<file path="config.mk">
export PLATFORM = sky130hd
export DESIGN_NAME = empty_gen
export DESIGN_NICKNAME = d
export VERILOG_FILES = /design/src/rtl/fifo_pkg.sv /design/src/rtl/pointer_sync.sv /design/src/rtl/empty_gen.sv
export SDC_FILE = /design/constraint.sdc
export NUM_CORES = 1
export LEC_CHECK = 0
export ABC_AREA = 1
export CORE_MARGIN = 2
export CORE_UTILIZATION = 44
export DETAILED_ROUTE_END_ITERATION = 10
export GPL_TIMING_DRIVEN = 0
export PLACE_DENSITY = 0.74
export SETUP_SLACK_MARGIN = 0.02
export SYNTH_ARGS = -nofsm -noshare
export SYNTH_HDL_FRONTEND = slang
export SYNTH_SLANG_ARGS = --single-unit
export TNS_END_PERCENT = 1
</file>
<file path="constraint.sdc">
create_clock -name read_clock -period 2.05 [get_ports read_clock]
set_clock_uncertainty 0.2 [all_clocks]
set_input_delay 0.41 -clock read_clock [delete_from_list [all_inputs] [get_ports read_clock]]
set_output_delay 0.41 -clock read_clock [all_outputs]
set_load 0.02 [all_outputs]
</file>
<file path="src/rtl/fifo_pkg.sv">
// Shared definitions for the dual-clock FIFO: the default pointer width and
// the binary/Gray conversion helpers used by both pointer generators.
package fifo_pkg;

  // Default pointer width, including the wrap bit (depth = 2**(SIZE-1)).
  localparam int DEFAULT_SIZE = 4;

  // Widest pointer the helpers handle. Callers zero-extend into this width
  // and truncate the result. The conversions depend only on bits at or above
  // each position, so the zero padding does not change the low bits.
  localparam int MAX_PTR_W = 32;

  typedef logic [MAX_PTR_W-1:0] ptr_word_t;

  // Binary to reflected Gray code: each bit XORs with its upper neighbour.
  function automatic ptr_word_t bin_to_gray(input ptr_word_t bin);
    return bin ^ (bin >> 1);
  endfunction

  // Reflected Gray to binary: each binary bit is the XOR of all Gray bits
  // at or above that position.
  function automatic ptr_word_t gray_to_bin(input ptr_word_t gray);
    ptr_word_t bin;
    bin = '0;
    for (int i = 0; i < MAX_PTR_W; i++) begin
      bin[i] = ^(gray >> i);
    end
    return bin;
  endfunction

endpackage : fifo_pkg

</file>
<file path="src/rtl/pointer_sync.sv">
// Two-flop synchronizer that brings a Gray-coded pointer from the other
// clock domain into the local domain. Because the source is Gray coded,
// at most one bit is in flight per change. A sample therefore resolves to
// either the old value or the new value, never to an unrelated value.
module pointer_sync #(
  parameter int WIDTH = 4
) (
  input  logic             clk,
  input  logic             rst_n,
  input  logic [WIDTH-1:0] d_i,
  output logic [WIDTH-1:0] q_o
);

  logic [WIDTH-1:0] stage1_q;
  logic [WIDTH-1:0] stage2_q;

  // Two-stage capture; stage1 may go metastable, stage2 is the clean copy.
  always_ff @(posedge clk or negedge rst_n) begin
    if (!rst_n) begin
      stage1_q <= '0;
      stage2_q <= '0;
    end else begin
      // NOTE: non-blocking so stage2 takes stage1's old value; a blocking
      // assignment here would collapse the chain to a single flop.
      stage1_q <= d_i;
      stage2_q <= stage1_q;
    end
  end

  assign q_o = stage2_q;

endmodule : pointer_sync

</file>
<file path="src/rtl/empty_gen.sv">
// Read-side pointer and flag generator for the dual-clock FIFO.
// Holds the binary read pointer and its registered Gray copy. Synchronizes
// the write-side Gray pointer into the read domain. Produces registered
// empty, almost-empty and occupancy outputs. All outputs are computed from
// the post-read pointer, so empty rises on the same edge that consumes the
// last word.
module empty_gen
  import fifo_pkg::*;
#(
  parameter int SIZE               = DEFAULT_SIZE,
  parameter int ALMOST_EMPTY_LEVEL = 2
) (
  input  logic            read_clock,
  input  logic            reset_n,
  input  logic            valid_read,
  input  logic [SIZE-1:0] write_gray_pointer,
  output logic [SIZE-1:0] read_count,
  output logic [SIZE-1:0] read_gray,
  output logic            empty_flag,
  output logic            almost_empty_flag,
  output logic [SIZE-1:0] read_level
);

  localparam logic [SIZE-1:0] AE_LEVEL = SIZE'(ALMOST_EMPTY_LEVEL);

  // Registered state.
  logic [SIZE-1:0] read_count_q;
  logic [SIZE-1:0] read_gray_q;
  logic            empty_q;
  logic            almost_empty_q;
  logic [SIZE-1:0] read_level_q;

  // Next-state values and synchronized write pointer.
  logic            rd_en;
  logic [SIZE-1:0] read_count_d;
  logic [SIZE-1:0] read_gray_d;
  logic            empty_d;
  logic            almost_empty_d;
  logic [SIZE-1:0] read_level_d;
  logic [SIZE-1:0] wgray_sync;
  logic [SIZE-1:0] wbin_sync;

  // Write-side Gray pointer crosses into the read domain through two flops.
  pointer_sync #(
    .WIDTH (SIZE)
  ) u_wptr_sync (
    .clk   (read_clock),
    .rst_n (reset_n),
    .d_i   (write_gray_pointer),
    .q_o   (wgray_sync)
  );

  // Next pointer, Gray copy, occupancy and flags from the post-read pointer.
  always_comb begin
    // NOTE: every variable gets a value on every pass through this block;
    // a path that leaves one unassigned would infer a latch.
    rd_en          = valid_read & ~empty_q;
    read_count_d   = read_count_q + {{(SIZE-1){1'b0}}, rd_en};
    read_gray_d    = SIZE'(bin_to_gray(MAX_PTR_W'(read_count_d)));
    wbin_sync      = SIZE'(gray_to_bin(MAX_PTR_W'(wgray_sync)));
    // Modulo-2**SIZE difference stays correct across pointer wrap.
    read_level_d   = wbin_sync - read_count_d;
    empty_d        = (read_gray_d == wgray_sync);
    almost_empty_d = (read_level_d <= AE_LEVEL);
  end

  // Pointer and flag registers. Reset leaves the FIFO empty.
  always_ff @(posedge read_clock or negedge reset_n) begin
    if (!reset_n) begin
      read_count_q   <= '0;
      read_gray_q    <= '0;
      empty_q        <= 1'b1;
      almost_empty_q <= 1'b1;
      read_level_q   <= '0;
    end else begin
      read_count_q   <= read_count_d;
      read_gray_q    <= read_gray_d;
      empty_q        <= empty_d;
      almost_empty_q <= almost_empty_d;
      read_level_q   <= read_level_d;
    end
  end

  assign read_count        = read_count_q;
  assign read_gray         = read_gray_q;
  assign empty_flag        = empty_q;
  assign almost_empty_flag = almost_empty_q;
  assign read_level        = read_level_q;

endmodule : empty_gen

</file>
# Yosys cells after proc, flatten, opt, wreduce, memory -nomap -nowiden
# Index checks and enable logic that the tools add are counted.
[word_totals] reg_bits=22 out_inout_bits=14
[classes] n_lt_le_gt_ge=1 n_bitwise=3 eq_ne=1 add_sub_neg=2 n_reduce_logical=4
[op_table] cell="32-bit XOR reduction" n=4
[op_table] cell="4-bit by 1-bit adder with 4-bit output" n=1
[op_table] cell="4-bit equality test" n=1
[op_table] cell="4-bit by 2-bit <= comparator with 1-bit output (second input constant)" n=1
[op_table] cell="4-bit subtractor" n=1
[op_table] cell="4-bit by 3-bit bitwise XOR with 4-bit output" n=1
[op_table] cell="1-bit AND" n=1
[op_table] cell="1-bit NOT" n=1

# Depth between registers and ports, before layout
[depth] ltp_word=5 depth_mapped=13 mapped_depth_nobuf=13

# By module
# Synthesis repeated with hierarchy kept, for this count alone.
[hier_totals] hier_cells=88 hier_area_um2=945.9
[by_module_without_submodules] module="empty_gen" n_inst=1 area_each_um2=745.7 seq_area_each_um2=327.8 cells_each=80
[by_module_without_submodules] module="pointer_sync" n_inst=1 area_each_um2=200.2 seq_area_each_um2=200.2 cells_each=8

# Least setup slack after synthesis
# OpenSTA, ideal clock, no wires.
[synth_path] kind="flip-flop to flip-flop" start="register empty_q, in the netlist empty_flag" end="register almost_empty_q, in the netlist almost_empty_flag" arrival_ns=2.046 setup_slack_ns=-0.260 path_buffers=0 setup_ns=0.064 synth_period_minus_slack_ns=2.310 required_time_ns=1.786 path_stages_with_launch=12 cell_sequence="dfstp_2 nor2_1 ha_1 ha_1 nand2_1 nand2_2 ha_1 a21oi_1 o21ai_0 nand3_1 nand2_2 nor2_2"
[synth_via] elab_chain_cells=5
[synth_rtl] item="start, declared" line_no="empty_gen.sv:29" rtl="logic empty_q;"
[synth_rtl] item="start signal, assigned" line_no="empty_gen.sv:78" rtl="empty_q <= empty_d;"
[synth_rtl] item="1-bit NOT" line_no="empty_gen.sv:57" rtl="rd_en = valid_read & ~empty_q;"
[synth_rtl] item="1-bit AND" line_no="empty_gen.sv:57"
[synth_rtl] item="4-bit by 1-bit adder with 4-bit output" line_no="empty_gen.sv:58" rtl="read_count_d = read_count_q + {{(SIZE-1){1'b0}}, rd_en};"
[synth_rtl] item="4-bit subtractor" line_no="empty_gen.sv:62" rtl="read_level_d = wbin_sync - read_count_d;"
[synth_rtl] item="net read_level_d[3]" line_no="empty_gen.sv:39" rtl="logic [SIZE-1:0] read_level_d;"
[synth_rtl] item="4-bit by 2-bit <= comparator with 1-bit output" line_no="empty_gen.sv:64" rtl="almost_empty_d = (read_level_d <= AE_LEVEL);"
[synth_rtl] item="net almost_empty_d" line_no="empty_gen.sv:38" rtl="logic almost_empty_d;"
[synth_rtl] item="end signal, assigned" line_no="empty_gen.sv:79" rtl="almost_empty_q <= almost_empty_d;"
[synth_rtl] item="end, declared" line_no="empty_gen.sv:30" rtl="logic almost_empty_q;"
# The timed path passes the listed nets, and every way through them passes these cells.

# Worst setup path after layout
# Same ends and word-level chain as after synthesis.

==> run summary <==
Counting flops and latches in the post-synthesis netlist gives 21. Met3 global-route usage: 3.80%. The checks that failed: setup timing.

The final critical-path share of the clock period was 105%. Entering global routing, the biggest net connects 22 pins. Pin placement for this block handled 21 I/O pins.

Setup violations remaining at the end of the flow were counted as 2. The clock transition at the registers of the reported paths was 0.11 ns; the area inside the core boundary was 0.00202 mm^2. The tools report the final instance count without filler cells as 148. For this run, the post-layout net count is 135. The run finished, with violations left. The tools report the arrival time of the worst setup path as 2.19 ns. Via count: 680.

Clock tree synthesis found a total of 21 sinks. The total power draw is 2.41 mW, and the count of buffering cells on the critical path with inverters included is 1. For met1 alone, demand over resource in global routing was 18.6%.

Cell family with the largest share of critical-path delay: adder cells. By instance count, the cell type seen most on the critical path is ha_4. The worst setup path is captured at a flip-flop. The wire length of the first global-routing pass is 3.06 mm, and the final hold slack is 0.160 ns. At the later pin of the worst-skew pair, clock insertion delay measures 0.29 ns.

In this run the static leakage power is 0.647 nW. The floorplan step set the die width to 50.9 um. In this run the biggest area consumer among cell types represents 49.2% of the synthesized area.

Number of optimization iterations in the first detailed-route pass: 4. The slew at the pin with the worst max-slew slack was 0.891 ns; the area enclosed by the die boundary was 0.00259 mm^2. Using the TritonRoute via totals, the vias-per-cell ratio works out to 4.59. The number of remaining DRC errors is 0. The number of nets with antenna violations after routing is 0, and the simple-gate portion of the synthesized area is 21.0%. After global routing the overflow that remains totals 0. Traced cell by cell, the critical path runs through nor2_2, ha_4, ha_4, buf_12, nand2_8, nand2_4, ha_4, a21oi_4, o21ai_1, nand3_1, nand2_2, nor2_2.

The logs give 20 for the count of different cell masters after synthesis and 0 for the antenna diode count. For the maximum count of clock buffers along a single path, the log shows 2. The global-route usage over all layers was 16.3%.

Power spread over the standard cell area amounts to 1750 mW/mm^2. The logs give 105 for the net count after synthesis and 11 for the number of design-rule violations left by the first detailed-router iteration. Headroom to the max-slew limit came out at 40.4%.

The top cell type by total area after synthesis was dfrtp_1. During synthesis, Yosys emitted a total of 0 warnings. The type of the worst setup path is flip-flop to flip-flop. After layout, the minimum clock period comes to 2.16 ns.

The number of antenna violations at the first check in global routing is 0, and the maximum clock frequency is 463 MHz. Of all nets on the critical path, the largest fanout is 3. The fraction of synthesized area in multiplexers is 0%. In this run the cell area of the synthesized design comes to 966 um^2.

The number of port buffers works out to 20. Dividing the detail-routed wire length by the instance count gives 11.1 um. Sorting the synthesized cells by area gives the leading types as dfrtp_1, ha_1, nand3_1. The largest single stage delay on the critical path is 0.55 ns. STA puts the critical path data required time at 2.08 ns.

The tools report the number of hold violations in the final report as 0. Number of H-tree levels: 1. Row generation in the floorplan step produced 16 rows. The maximum ir drop on the vdd rail was 0.957 mV; the total routed wirelength was 1.64 mm.

After clock tree synthesis, the flow added hold-fix buffers numbering 0. The area overhead of the layout relative to synthesis works out to 43.1%. The compound-gate portion of the synthesized area was 2.59%. The worst hold path belongs to the class flip-flop to flip-flop.

The HPWL after detailed placement is 1.26 mm. Setup repair after global routing could not meet its margin everywhere. After technology mapping, the gate count stands at 92. met2 is the most crowded layer. Routability-driven placement finished with a final weighted congestion of 0.773. The synthesized netlist devotes 6.99% of its cell area to XOR and XNOR gates.

The number of placed instances, taps included, is 139. Sequential elements use 54.7% of the synthesized area. In the final layout, the share of cells above drive strength 1 is 32.2%. The via count of the first global-routing pass is 712, and the TritonCTS buffer count is 3. The adder and majority gate portion of the synthesized area works out to 8.55%. The slowest stage of the critical path is the dfstp_2 cell.

TritonCTS built the clock tree. The initial standard-cell utilization of the core was 47.8%. In this run the vertical extent of the chip is 50.9 um. The synthesized area per cell came out at 10.5 um^2.

The worst setup path is launched from a flip-flop. In the global route stage, met2 resource usage came out at 29.2%. The tools report the max-cap check violation count as 0. The max-slew violation count is 0.

Dominant combinational cell family by area after synthesis: simple AND/OR/NAND/NOR gates. The root buffer cell chosen for the clock tree is clkbuf_4. The logs give -0.111 ns for the slack of the critical path and 68.4% for the share of the core filled with cells.
[placed cells by master (no fill, tap or decap), drive strengths merged]
cell / instances
a21oi: 1
buf: 7
clkbuf: 4
clkdlybuf4s50: 14
dfrtp: 19
dfstp: 2
dlygate4sd2: 4
dlymetal6s2s: 1
fa: 1
ha: 5
inv: 14
nand2: 23
nand3: 13
nand4: 1
nor2: 3
o21a: 1
o21ai: 1
o21bai: 1
xnor2: 4
xor2: 2
[power breakdown]
group          switching [mW]  internal (mW)
clock                   0.112         0.0756
sequential             0.0931          0.570
combinational           0.818          0.746
[worst paths after layout]
kind | start | endpoint | slack [ns] | cells after the start
min in group asynchronous | reset_n | read_count[3] | 0.41 | 1
max reg2reg | empty_flag | almost_empty_flag | -0.11 | 12
min reg2reg | u_wptr_sync.stage1_q[3] | u_wptr_sync.q_o[3] | 0.16 | 0
max | empty_flag | almost_empty_flag | -0.11 | 12
max in group asynchronous | reset_n | read_count[2] | 0.64 | 1
min | u_wptr_sync.stage1_q[3] | u_wptr_sync.q_o[3] | 0.16 | 0
[cell type report]
type / instances / area [um^2]
well taps: 27 / 33.8
multi-input cells: 56 / 485
inverters: 14 / 55.1
fillers: 160 / 639
flip-flops and latches: 21 / 529
plain buffers: 1 / 7.51
repair buffers: 25 / 245
clock buffers: 4 / 26.3
[routing by layer]
| metal | vias up | share of wire, % | wire length (um) |
|---|---|---|---|
| li1 | 346 | - | - |
| met1 | 316 | 43 | 697 |
| met4 | 0 | 1.5 | 24 |
| met5 | - | 0 | 0 |
| met2 | 14 | 52 | 851 |
| met3 | 4 | 4.1 | 67 |
[repair_timing]
action                     4_1_cts  5_1_grt
setup endpoints to repair        8        4
resized for setup               10        2
pin swaps                       10        0
setup buffers                    5        0
cloned                           0        0
[flip-flops by register name, summed over array words and instances (netlist names)]
signal / cells
read_count: 4
read_level: 4
u_wptr_sync.q_o: 4
u_wptr_sync.stage1_q: 4
read_gray: 3
almost_empty_flag: 1
empty_flag: 1
[per-stage QoR]
step                      TNS, ns  area (um^2)  setup slack, ns
after floorplan           -0.0863         1040          -0.0576
after global placement      -2.17         1280           -0.578
after detailed placement    -2.38         1280           -0.626
after CTS                  -0.178         1370           -0.108
after global routing       -0.367         1380           -0.213
final                      -0.189         1380           -0.111
[cells by family (layout without fill, tap and decap cells)]
kind of cell / count (synthesis) / in the layout
AOI/OAI and AO/OA: 4 / 4
xor gates and xnor gates: 6 / 6
adders and majority gates: 6 / 6
buffers and inverters: 15 / 44
DFF: 21 / 21
and+or+nand+nor: 40 / 40
[synth_stat cells]
cell	number
fa_1	1
a21oi_1	1
nand2_2	8
inv_2	1
nand3_1	12
buf_4	1
o21bai_1	1
dfstp_2	2
o21a_1	1
o21ai_0	1
nor2_1	2
nand3_2	1
ha_1	5
nand4_2	1
xor2_2	2
xnor2_1	4
dfrtp_1	19
nand2_1	15
nor2_2	1
inv_1	13
[worst register-to-register path, stage by stage, from the launching register on]
cell	delay (ns)
dfstp_2	0.55
nor2_2	0.05
ha_4	0.16
ha_4	0.17
buf_12	0.13
nand2_8	0.05
nand2_4	0.06
ha_4	0.26
a21oi_4	0.14
o21ai_1	0.08
nand3_1	0.10
nand2_2	0.06
nor2_2	0.08
Note: power is estimated with default switching activity, not from simulation.
